--- src/rtl/prescaled_timer.sv ---
// Prescaled up/down timer with IDLE/RUN/HALT control, optional auto-reload,
// registered terminal pulse and a saturating completed-period counter.
module prescaled_timer #(
  parameter int CNT_WIDTH      = 8,
  parameter int PRE_WIDTH      = 4,
  parameter int LOOP_CNT_WIDTH = 8
) (
  input  logic                      clkIn,
  input  logic                      rstIn,
  input  logic                      startIn,
  input  logic                      stopIn,
  input  logic [CNT_WIDTH-1:0]      limitIn,
  input  logic [PRE_WIDTH-1:0]      prescaleIn,
  input  logic                      cntDownIn,
  input  logic                      loopIn,
  output logic                      busyOut,
  output logic                      cntDoneOut,
  output logic [CNT_WIDTH-1:0]      cntValOut,
  output logic [LOOP_CNT_WIDTH-1:0] loopCntOut
);

  localparam logic [1:0] IDLE = 2'd0;
  localparam logic [1:0] RUN  = 2'd1;
  localparam logic [1:0] HALT = 2'd2;

  logic [1:0]           state;
  logic [PRE_WIDTH-1:0] prescaler;
  logic [CNT_WIDTH-1:0] limit_l;
  logic [PRE_WIDTH-1:0] prescale_l;
  logic                 down_l;
  logic                 loop_l;

  logic tick;
  logic terminal;

  function automatic logic [LOOP_CNT_WIDTH-1:0] sat_inc(input logic [LOOP_CNT_WIDTH-1:0] v);
    return (&v) ? v : v + LOOP_CNT_WIDTH'(1);
  endfunction

  assign tick     = (state == RUN) && (prescaler == prescale_l);
  assign terminal = down_l ? (cntValOut == '0) : (cntValOut == limit_l);

  // Configuration is captured only on an accepted start; it is not reset.
  always_ff @(posedge clkIn) begin
    if (startIn && !stopIn) begin
      limit_l    <= limitIn;
      prescale_l <= prescaleIn;
      down_l     <= cntDownIn;
      loop_l     <= loopIn;
    end
  end

  // Control and output registers; stop takes priority over start.
  always_ff @(posedge clkIn or posedge rstIn) begin
    if (rstIn) begin
      state      <= IDLE;
      prescaler  <= '0;
      cntValOut  <= '0;
      loopCntOut <= '0;
      cntDoneOut <= 1'b0;
      busyOut    <= 1'b0;
    end else if (stopIn) begin
      state      <= IDLE;
      prescaler  <= '0;
      cntValOut  <= '0;
      loopCntOut <= '0;
      cntDoneOut <= 1'b0;
      busyOut    <= 1'b0;
    end else if (startIn) begin
      state      <= RUN;
      prescaler  <= '0;
      cntValOut  <= cntDownIn ? limitIn : '0;
      loopCntOut <= '0;
      cntDoneOut <= 1'b0;
      busyOut    <= 1'b1;
    end else if (state == RUN) begin
      cntDoneOut <= 1'b0;
      if (!tick) begin
        prescaler <= prescaler + PRE_WIDTH'(1);
      end else begin
        prescaler <= '0;
        if (!terminal) begin
          cntValOut <= down_l ? cntValOut - CNT_WIDTH'(1) : cntValOut + CNT_WIDTH'(1);
        end else begin
          cntDoneOut <= 1'b1;
          loopCntOut <= sat_inc(loopCntOut);
          if (loop_l) begin
            cntValOut <= down_l ? limit_l : '0;
          end else begin
            state   <= HALT;
            busyOut <= 1'b0;
          end
        end
      end
    end else begin
      cntDoneOut <= 1'b0;
    end
  end

endmodule

--- config.mk ---
export PLATFORM = sky130hd
export DESIGN_NAME = prescaled_timer
export DESIGN_NICKNAME = d
export VERILOG_FILES = /design/src/rtl/prescaled_timer.sv
export SDC_FILE = /design/constraint.sdc
export NUM_CORES = 1
export LEC_CHECK = 0
export ABC_AREA = 0
export BUFFER_PORTS_ARGS = -buffer_cell sky130_fd_sc_hd__clkbuf_2
export CAP_MARGIN = 20
export CORE_MARGIN = 4
export CORE_UTILIZATION = 60
export CTS_BUF_LIST = sky130_fd_sc_hd__clkbuf_8 sky130_fd_sc_hd__clkbuf_16
export DETAILED_ROUTE_END_ITERATION = 6
export GPL_ROUTABILITY_DRIVEN = 0
export PLACE_DENSITY = 0.95
export RECOVER_POWER = 25
export SLEW_MARGIN = 20
export SYNTH_ARGS = -nofsm -noshare
export SYNTH_HDL_FRONTEND = slang
export SYNTH_SLANG_ARGS = --single-unit
--- constraint.sdc ---
create_clock -name clkIn -period 4 [get_ports clkIn]
set_clock_uncertainty 0.1 [all_clocks]
set_input_delay 0.6 -clock clkIn [delete_from_list [all_inputs] [get_ports clkIn]]
set_output_delay 0.6 -clock clkIn [all_outputs]
set_load 0.01 [all_outputs]
* Yosys cells after proc, flatten, opt, wreduce, memory -nomap -nowiden
Index checks and enable logic that the tools add are counted.
Operators by class: reductions and logical operators 11, muxes and demuxes 37, add/sub/neg operators 4, equal/unequal tests 6
Operators by type and width (number):
- 2-to-1 mux 8 bit | 15
- adder 8 x 1 -> 8 bit, second input constant | 2
- 2-to-1 mux 4 bit | 4
- 2-to-1 mux 1 bit | 12
- 2-to-1 mux 2 bit | 6
- nonzero test 3 bit | 3
- equality test 8 bit | 1
- zero test 8 bit | 1
- AND reduction 4 bit | 2
- AND reduction 8 bit | 1
- subtractor 8 x 1 -> 8 bit, second input constant | 1
- inequality test 3 bit, second input constant | 2
- adder 4 x 1 -> 4 bit, second input constant | 1
- equality test 4 bit | 1
- inequality test 4 bit, second input constant | 1
- AND reduction 3 bit | 1
- equality test 2 x 1 -> 1 bit, second input constant | 1
- logical AND 1 bit | 2
- zero test 1 bit | 1
Word-level totals: output and inout bits 18, input port bits 18, register bits 38

* Logic depth before layout (Yosys ltp)
Gate-level depths: netlist (run 1).
depth after elaboration 7, gate-level depth with buffers 7

* Worst setup path before layout (run 1)
Ideal clock, no wire load.
kind reg-to-reg, start register down_l, end register cntValOut[7], setup time 82 ps, path buffers 0, stages on the path, launching flop included 8, path slack 1722 ps, data arrival time 2096 ps, period minus slack after synthesis 2278 ps, cells stage by stage edfxtp_1 ha_1 o21ai_0 nor2_1 a41oi_2 a211oi_1 or4_1 a31oi_1
On the way: longest elaborated chain between the ends 7, elaborated cells on any way between the ends 11, classes of those cells 1 x eq/ne; 9 x mux; 1 x reduce/logical
Ends and longest elaborated chain:
- from (decl) | line 30 | logic down_l;
- from (signal assigned) | line 48 | down_l <= cntDownIn;
- 2-to-1 mux 8 bit | line 88 | cntValOut <= down_l ? limit_l : '0;
- 2-to-1 mux 8 bit | line 87 | if (loop_l) begin
- 2-to-1 mux 8 bit | line 82 | if (!terminal) begin
- 2-to-1 mux 8 bit | line 78 | if (!tick) begin
- 2-to-1 mux 8 bit | line 76 | end else if (state == RUN) begin
- 2-to-1 mux 8 bit | line 69 | end else if (startIn) begin
- 2-to-1 mux 8 bit | line 62 | end else if (stopIn) begin
- to (signal assigned) | line 72 | cntValOut <= cntDownIn ? limitIn : '0;
- to (signal assigned) | line 83 | cntValOut <= down_l ? cntValOut - CNT_WIDTH'(1) : cntValOut + CNT_WIDTH'(1);
- to (signal assigned) | line 88
- to (decl) | line 18 | output logic [CNT_WIDTH-1:0] cntValOut,
Parallel ways exist; a longest one is shown, timed or not. The select of a mux whose other input is x is not followed. A chain may end at the register's enable or synchronous reset.

* Final worst setup path (run 1)
Same ends and word-level chain as after synthesis.

==> results of run 1 <==
flip-flops by register name, summed over array words and instances, names as in the netlist:
name        flops
limit_l         8
loop_l          1
cntValOut       8
cntDoneOut      1
prescale_l      4
state           2
prescaler       4
loopCntOut      8
down_l          1
cell usage in the layout (no fill, tap or decap), types with 2 or more instances in the layout:
| cell | synthesis | layout |
|---|---|---|
| nor3_1 | 9 | 9 |
| nor2b_1 | 5 | 5 |
| a22oi_1 | 2 | 2 |
| a211oi_1 | 3 | 3 |
| clkbuf_8 | 0 | 5 |
| nor4_2 | 4 | 4 |
| and3_1 | 3 | 3 |
| inv_1 | 4 | 5 |
| clkbuf_1 | 3 | 9 |
| o21a_1 | 3 | 3 |
| xnor2_1 | 7 | 7 |
| nand2_1 | 11 | 11 |
| nor2_1 | 27 | 27 |
| a2bb2oi_1 | 4 | 4 |
| o21ai_0 | 8 | 7 |
| mux2i_1 | 4 | 4 |
| nand3_1 | 7 | 7 |
| and2_1 | 2 | 2 |
| a21oi_1 | 11 | 11 |
| or2_2 | 2 | 2 |
| ha_1 | 8 | 8 |
| edfxtp_1 | 14 | 14 |
| clkbuf_2 | 0 | 27 |
| nand3b_1 | 3 | 3 |
| clkinv_2 | 0 | 2 |
| dfrtp_1 | 23 | 23 |
| xor2_1 | 13 | 13 |
| a31oi_1 | 3 | 3 |
routing by layer:
metal | up-vias | part of all wire (%)
li1 | 838 | -
met1 | 855 | 42
met2 | 69 | 50
met3 | 11 | 6.7
met4 | 0 | 1.8
met5 | - | 0
final cells by class:
cell class | instances | area, µm² | area share (%)
flip-flops and latches | 37 | 996 | 40.7
inverters | 4 | 15.0 | 0.613
clock inverters | 3 | 13.8 | 0.562
multi-input cells | 162 | 1130 | 46.1
clock buffers | 5 | 68.8 | 2.81
well taps | 46 | 57.6 | 2.35
repair buffers | 36 | 169 | 6.90
path summary, 6_finish.rpt:
check / startpoint / end / slack (ns) / cells after the start
setup / recovery: down_l / cntValOut[7] / 1.37 / 7
hold reg to reg: state[1] / state[1] / 0.45 / 2
min in group clkIn: prescaleIn[3] / prescale_l[3] / 0.38 / 1
max in group asynchronous: rstIn / loopCntOut[2] / 2.87 / 2
hold / removal: rstIn / loopCntOut[5] / 0.38 / 2
setup reg to reg: down_l / cntValOut[7] / 1.37 / 7
report_power, final:
part / internal (mW) / total [mW] / switching [mW]
sequential: 0.418 / 0.452 / 0.0335
clock: 0.118 / 0.245 / 0.127
combinational: 0.0924 / 0.214 / 0.122
cells by family (layout without fill, tap and decap cells):
| logic type | Yosys count | count (layout) | share of synthesized area (%) |
|---|---|---|---|
| compound gates | 47 | 47 | 15.9 |
| xor+xnor | 20 | 20 | 8.11 |
| fa+ha+maj | 9 | 9 | 5.56 |
| buf+inv | 9 | 48 | 1.68 |
| flops | 37 | 37 | 46.1 |
| mux | 4 | 4 | 1.85 |
| simple gates | 82 | 82 | 20.7 |
through the flow:
step	hold slack [ns]	instance area (µm²)	std cells
2_1_floorplan	0.401	2160	208
3_3_place_gp	0.419	2380	285
3_5_place_dp	0.428	2380	285
4_1_cts	0.373	2460	293
5_1_grt	0.377	2450	293
6_report	0.376	2450	293
critical path: cells and delay by family, from the launching register on:
kind,cells,cell delay (ns)
compound gates,4,0.80
simple gates,2,0.64
flops,1,0.59
fa+ha+maj,1,0.41
==> out/metrics.cfg, run 1 <==
[clock_network]
post_cts_buffers = 0
clockBufferDepth = 2
cts_tree = done
clock-root-buffer = clkbuf_8
ctsResizeCount = 0
numCtsBuffers = 5
holdBufCountCts = 0
cts_sinks = 37
cts.htree.levels = 2
path_clk_slew_ns = 0.07
clock_latency_ns = 0.29

[hold_path]
hold_class = input port to async pin

[route]
drtIter0Drc = 146
wl_mm = 4.93
vias = 1773
drc = 0
wl_per_cell_um = 16.8
vias_per_cell = 6.05
dr.pass1.iters = 4
ant_nets = 0

[synthesis]
ys_seq_area_share_pct = 46.1
netlist_area_mm2 = 0.00216
avgSynthCellArea_um2 = 10.4
synth_most_common_cell = nor2_1
synthCells = 208
ys_top_cells_by_area = dfrtp_1 27%, edfxtp_1 19%, xor2_1 5.3%, nor2_1 4.7%, ha_1 4.6%
synth_cell_types = 49
synth.largest_area_cell = dfrtp_1
yosysWarnings = 0
synth-main-ff-cell = dfrtp_1
synthTopCellsByCount = 27 x nor2_1, 23 x dfrtp_1, 14 x edfxtp_1
netlist.area_leader.share_pct = 26.7
synth_fp_nets = 235
synth-edff-count = 14
synth_seq_cells = 37
async_reset_ff_share_pct = 62.2

[placement]
dp_hpwl_mm = 3.65
io_buffers = 35
place_ws_ns = 1.24

[grt]
grt_max_degree = 24
use_met3_pct = 6.57
grt_pass1_vias = 1758
met2_usage_pct = 40.2
gr-total-overflow = 0
antenna_found_initial = 0
grt_pass1_wl_mm = 8.12
grt-busiest-layer = met2
use_met1_pct = 29.8
grt_use_total_pct = 24.3

[sta]
setup_slack_ns = 1.37
fin_setup_tns_ns = 0
slew_headroom_pct = 40.9
period_needed_ns = 2.63
period_share_pct = 65.8
worst_slew_pin_slew_ns = 0.886
setup_viol = 0
max_freq_ghz = 0.380
grt_setup_unrepaired = no
report.final.slew_viol_count = 0
hold_viol = 0

[outcome]
run_status = finished clean

[final_layout]
drive_above_1_share_pct = 19.8
final_util_pct = 71.6
syn_to_final_growth_pct = 13.3
num-nets-final = 273
fill_cells = 267
n_antenna_cell = 0

[floorplanning]
die-area_mm2 = 0.00462
ios = 36
row_count = 21
die_w_um = 68.0
start_util_pct = 63.2
die_h_um = 68.0
core-area_mm2 = 0.00342

[setup_path]
critPathMaxFanout = 11
cpPeakStageDelay_ns = 0.59
crit_chain = ha_1 > o21ai_0 > nor2_1 > a41oi_2 > a211oi_1 > or4_1 > a31oi_1
cp_slowest_cell = edfxtp_1
start_kind = flop
crit_type = flop to flop
arrival_ns = 2.75
crit_path_end_kind = flop
required_ns = 4.11

[pwr]
power_leakage_nw = 1.01
powerDensity_mw_per_mm2 = 372
vdd_drop_max_uv = 232
power_uw = 911

[flow_run]
maxCapViolations = 0

No activity file was read; power rests on OpenSTA's default activity.
==> run 2: changes to the inputs <==
--- a/config.mk
+++ b/config.mk
@@ -5,15 +5,15 @@
 export SDC_FILE = /design/constraint.sdc
 export NUM_CORES = 1
 export LEC_CHECK = 0
-export ABC_AREA = 0
+export ABC_AREA = 1
 export BUFFER_PORTS_ARGS = -buffer_cell sky130_fd_sc_hd__clkbuf_2
 export CAP_MARGIN = 20
 export CORE_MARGIN = 4
-export CORE_UTILIZATION = 60
+export CORE_UTILIZATION = 57
 export CTS_BUF_LIST = sky130_fd_sc_hd__clkbuf_8 sky130_fd_sc_hd__clkbuf_16
 export DETAILED_ROUTE_END_ITERATION = 6
 export GPL_ROUTABILITY_DRIVEN = 0
-export PLACE_DENSITY = 0.95
+export PLACE_DENSITY = 0.91
 export RECOVER_POWER = 25
 export SLEW_MARGIN = 20
 export SYNTH_ARGS = -nofsm -noshare
==> constraint.sdc (replaced) <==
create_clock -name clkIn -period 2.8 [get_ports clkIn]
set_clock_uncertainty 0.1 [all_clocks]
set_input_delay 0.42 -clock clkIn [delete_from_list [all_inputs] [get_ports clkIn]]
set_output_delay 0.42 -clock clkIn [all_outputs]
set_load 0.01 [all_outputs]
==> run 2 against run 1 <==
  * Cell area increased by 10%
  * Largest power group unchanged
  * Via count grew 19%
  * Sequential power rose by 44%
  * Die area increased by 15%
  * Hold slack worse by 0.18 ns
  * Wire length grew 14%
  * Critical path depth up 4
  * Sequential share of layout area down 3.8 points
  * Synthesized cell count is 46% higher
  * Highest routed layer unchanged
  * Critical path type unchanged
  * Register-to-register slack worse by 0.72 ns
  * Combinational power increased by 79%
  * Area after synthesis rose by 12%
==> out/metrics.cfg, run 2 <==
[grt]
grt_max_degree = 24
antenna_found_initial = 0
gr-total-overflow = 0
grt_pass1_vias = 2138
grt_use_total_pct = 23.7
grt_pass1_wl_mm = 9.72

[final_layout]
top_regs = cntValOut: 8 flops, limit_l: 8 flops, loopCntOut: 8 flops
num-nets-final = 369
final_cells = 393
drive_above_1_share_pct = 23.6
mostFrequentLayoutCells = 81 x nand2_1, 35 x nor2_1, 34 x inv_1
syn_to_final_growth_pct = 12.1
n_antenna_cell = 0
final_common_cell = nand2_1
fill_cells = 331

[floorplanning]
row_count = 23
core-area_mm2 = 0.00406
die_h_um = 73.0
start_util_pct = 59.4
die-area_mm2 = 0.00533
ios = 36
die_w_um = 73.0

[synthesis]
yosysWarnings = 0
avgSynthCellArea_um2 = 7.95
synthTopCellsByCount = 81 x nand2_1, 35 x nor2_1, 34 x inv_1
synth-edff-count = 14
async_reset_ff_share_pct = 62.2
netlist_area_mm2 = 0.00241
synth_fp_nets = 330
netlist.area_leader.share_pct = 23.9
synthCells = 303
synth_seq_cells = 37
synth.largest_area_cell = dfrtp_1
synth_most_common_cell = nand2_1
ys_seq_area_share_pct = 41.3
ys_top_cells_by_area = dfrtp_1 24%, edfxtp_1 17%, nand2_1 13%, nor2_1 5.5%, inv_1 5.3%
synth-main-ff-cell = dfrtp_1
synth_cell_types = 37

[setup_path]
arrival_ns = 2.24
critPathMaxFanout = 11
cp_slowest_cell = edfxtp_1
required_ns = 2.89
start_kind = flop
crit_chain = ha_1 > a21oi_1 > or2_2 > nand3_1 > nand2_1 > nand2_1 > nand2_1 > nand2_1 > inv_1 > nor2_1 > nor2_1
cpPeakStageDelay_ns = 0.61
crit_type = flop to flop
critPathBufInv = 1
crit_top_cell = nand2_1
crit_path_end_kind = flop
crit_family = simple AND/OR/NAND/NOR gates

[clock_network]
post_cts_buffers = 0
cts_tree = done
numCtsBuffers = 5
ctsResizeCount = 0
clock_latency_ns = 0.29
clock-root-buffer = clkbuf_8
path_clk_slew_ns = 0.08
cts.htree.levels = 2
holdBufCountCts = 0
clockBufferDepth = 2
cts_sinks = 37

[sta]
hold_viol = 0
period_needed_ns = 2.16
period_share_pct = 77.0
max_freq_ghz = 0.464
grt_setup_unrepaired = no
fin_setup_tns_ns = 0
setup_viol = 0
slew_headroom_pct = 37.7
report.final.slew_viol_count = 0
worst_slew_pin_slew_ns = 0.933

[placement]
io_buffers = 35
dp_hpwl_mm = 4.18
dp.cells = 385

[route]
wl_per_cell_um = 14.3
vias = 2115
dr.pass1.iters = 4
ant_nets = 0
drtIter0Drc = 211
vias_per_cell = 5.38
wl_mm = 5.61
drc = 0

[pwr]
powerDensity_mw_per_mm2 = 519
vdd_drop_max_uv = 288
power_leakage_nw = 1.33

[hold_path]
hold_class = input port to flop

[flow_run]
maxCapViolations = 0

[outcome]
run_status = finished clean

run 2: cell types whose count changed after synthesis, moves of 8 or more:
cell / change
inv_1: +30
xor2_1: -8
nand2_2: +12
o21ai_2: +11
nand2_1: +70
nor2_1: +8
run 2: power by group:
part	internal, mW	leakage [nW]	total, mW	switching [mW]
sequential	0.600	0.442	0.651	0.0508
clock	0.172	0.0439	0.371	0.199
combinational	0.144	0.846	0.382	0.238
run 2: final cells by class:
class	count	area [µm²]	share of cell area, %
clock buffers	5	68.8	2.55
clock inverters	3	17.5	0.648
inverters	42	160	5.93
multi-input cells	220	1220	45.3
flip-flops and latches	37	996	36.9
well taps	50	62.6	2.31
repair buffers	36	173	6.39
run 2: final timing paths:
| path | startpoint | end | slack, ns | depth (start not counted) |
|---|---|---|---|---|
| max in group asynchronous | rstIn | prescaler[1] | 1.82 | 2 |
| worst min register to register | state[1] | state[1] | 0.45 | 2 |
| worst max-delay path | down_l | cntValOut[6] | 0.64 | 11 |
| min in group asynchronous | rstIn | loopCntOut[2] | 0.21 | 2 |
| worst min-delay path | prescaleIn[2] | prescale_l[2] | 0.20 | 1 |
| worst max register to register | down_l | cntValOut[6] | 0.64 | 11 |
run 2: kinds of logic after synthesis:
logic type / Yosys count / share of synthesized area, %
AND/OR/NAND/NOR: 168 / 32.1
AO/OA/AOI/OAI: 32 / 9.71
XOR/XNOR: 11 / 4.00
buffers and inverters: 46 / 7.84
flip-flops: 37 / 41.3
adder cells (fa/ha/maj): 9 / 4.98
run 2: through the flow:
step	hold WS, ns	power, mW	instance area (µm²)	setup WS [ns]	util, %
6_report	0.196	1.40	2700	0.644	66.6
5_1_grt	0.189	1.49	2700	0.441	66.6
4_1_cts	0.187	1.41	2710	0.676	66.9
3_5_place_dp	0.438	1.04	2630	0.723	64.7
3_3_place_gp	0.408	1.02	2630	0.771	64.7
2_1_floorplan	0.322	0.935	2410	0.803	-
run 2: layer usage:
| layer | routed length [µm] | GRT usage, % |
|---|---|---|
| met5 | 0 | 0 |
| met4 | 94 | 7.38 |
| met3 | 432 | 4.96 |
| met2 | 2760 | 38.9 |
| met1 | 2330 | 31.3 |
==> run 3: changes to the inputs <==
==> constraint.sdc (replaced) <==
create_clock -name clkIn -period 2.3 [get_ports clkIn]
set_clock_uncertainty 0.1 [all_clocks]
set_input_delay 0.345 -clock clkIn [delete_from_list [all_inputs] [get_ports clkIn]]
set_output_delay 0.345 -clock clkIn [all_outputs]
set_load 0.01 [all_outputs]
==> run 3 against run 2 <==
  * The flow now finishes with violations (DRC)
  * First-iteration DRC count grew 89%
  * Non-clock buffer count grew 7
  * Maximum frequency shrank 4.0%
  * Flip-flop and latch count is the same
  * Largest cell class unchanged
  * Highest routed layer unchanged
==> out/metrics.cfg, run 3 (synthesized netlist as in run 2, its figures left out) <==
[final_layout]
num-nets-final = 376
final_util_pct = 68.5
mostFrequentLayoutCells = 81 x nand2_1, 35 x nor2_1, 34 x inv_1
fill_cells = 287
top_regs = cntValOut: 8 flops, limit_l: 8 flops, loopCntOut: 8 flops
final_common_cell = nand2_1
n_antenna_cell = 0
drive_above_1_share_pct = 24.6
syn_to_final_growth_pct = 15.3

[clock_network]
cts_sinks = 37
cts.htree.levels = 2
clock_latency_ns = 0.29
path_clk_slew_ns = 0.08
clock-root-buffer = clkbuf_8
clockBufferDepth = 2
cts_tree = done
numCtsBuffers = 5

[grt]
antenna_found_initial = 0
met2_usage_pct = 40.6
grt_pass1_vias = 2122
grt-busiest-layer = met2
grt_pass1_wl_mm = 9.85
use_met3_pct = 5.23
grt_use_total_pct = 24.3
gr-total-overflow = 0
use_met1_pct = 30.0
grt_max_degree = 24

[hold_path]
hold_class = input port to flop
hold_depth = 1
min_to = prescale_l[0]
worstHoldStart = prescaleIn[0]

[floorplanning]
ios = 36
die_h_um = 73.0
die-area_mm2 = 0.00533
die_w_um = 73.0
core-area_mm2 = 0.00406
row_count = 23
start_util_pct = 59.4

[pwr]
combPwrFrac_pct = 27.3
p_int_mw = 1.24
powerDensity_mw_per_mm2 = 668
pwr-share-clk_pct = 30.1
vdd_drop_max_uv = 426
p_sw_uw = 621
power_frac_seq_pct = 42.6
power_leakage_nw = 1.37
switching_share_pct = 33.5

[outcome]
violations = DRC
run_status = finished, violations left

[setup_path]
required_ns = 2.39
start_kind = flop
r2r.worst_path.cells = 11
arrival_ns = 2.34
reg2reg_from = down_l
crit_path_end_kind = flop
reg2reg_to = cntValOut[7]
ff2ff_setup_slack_ns = 0.05
critPathMaxFanout = 10
crit_type = flop to flop

[sta]
setup_viol = 0
hold_viol = 0
fin_setup_tns_ns = 0
worst_slew_pin_slew_ns = 1.29
period_needed_ns = 2.25
max_freq_ghz = 0.445
slew_headroom_pct = 13.8
period_share_pct = 97.7
report.final.slew_viol_count = 0

[route]
drc = 24
vias = 2271
ant_nets = 0
wl_per_cell_um = 15.6
vias_per_cell = 5.68
drtIter0Drc = 398
dr.pass1.iters = 7
wl_mm = 6.22

[placement]
io_buffers = 35
dp_hpwl_mm = 4.34

[flow_run]
maxCapViolations = 0

-- run 3: critical path, cell delays in order (launching register included) --
cell      delay (ns)
edfxtp_1        0.40
buf_4           0.20
ha_1            0.37
a21oi_1         0.19
nand2_1         0.13
nand2_1         0.14
nand3_1         0.11
nand2_1         0.10
nand2_1         0.07
and2_1          0.17
nor2_1          0.11
nor2_1          0.05
-- run 3: power groups by stage --
stage          combinational (mW)  sequential, mW  clock, mW
2_1_floorplan               0.339           0.798          0
3_3_place_gp                0.441           0.802          0
3_5_place_dp                0.468           0.804          0
4_1_cts                     0.481           0.790      0.560
5_1_grt                     0.552           0.794      0.588
6_report                    0.507           0.790      0.560
-- run 3: per-stage QoR --
| stage | instance area, µm² | std cells | hold slack [ns] | power [mW] | setup WS [ns] |
|---|---|---|---|---|---|
| 2_1_floorplan | 2410 | 303 | 0.247 | 1.14 | 0.373 |
| 3_3_place_gp | 2640 | 387 | 0.287 | 1.24 | 0.271 |
| 3_5_place_dp | 2640 | 387 | 0.283 | 1.27 | 0.166 |
| 4_1_cts | 2760 | 396 | 0.125 | 1.83 | 0.0475 |
| 5_1_grt | 2780 | 400 | 0.120 | 1.93 | -0.00908 |
| 6_report | 2780 | 400 | 0.126 | 1.86 | 0.0531 |
-- run 3: layout make-up --
type	instances	area (µm²)	area share, %
clock buffer	5	68.8	2.48
clock inverter	3	41.3	1.49
inverter	42	160	5.76
multi-input combinational	220	1220	44.1
sequential	37	996	35.8
tap	50	62.6	2.25
timing repair buffer	43	225	8.10
-- run 3: how the worst max path moves through the flow --
stage / end / startpoint / slack (ns) / depth (start not counted)
final: cntValOut[7] / down_l / 0.05 / 11
after detailed placement: cntValOut[7] / down_l / 0.17 / 10
after global routing: cntValOut[6] / down_l / -0.009 / 12
after global placement: cntValOut[7] / down_l / 0.27 / 10
after floorplan: cntValOut[6] / down_l / 0.37 / 11
after CTS: cntValOut[7] / down_l / 0.05 / 10
-- run 3: per-layer routing --
layer | share of wire, % | routed length, µm | vias to the layer above
met3 | 7.9 | 491 | 32
met1 | 39 | 2450 | 1057
li1 | - | - | 1060
met2 | 48 | 3000 | 122
met4 | 4.4 | 276 | 0
met5 | 0 | 0 | -
-- run 3: what timing repair did --
item / 4_1_cts / 5_1_grt
hold buffers: 1 / 0
setup endpoints to repair: 0 / 2
resized for setup: 0 / 0
hold endpoints to repair: 23 / 0
setup buffers: 0 / 4
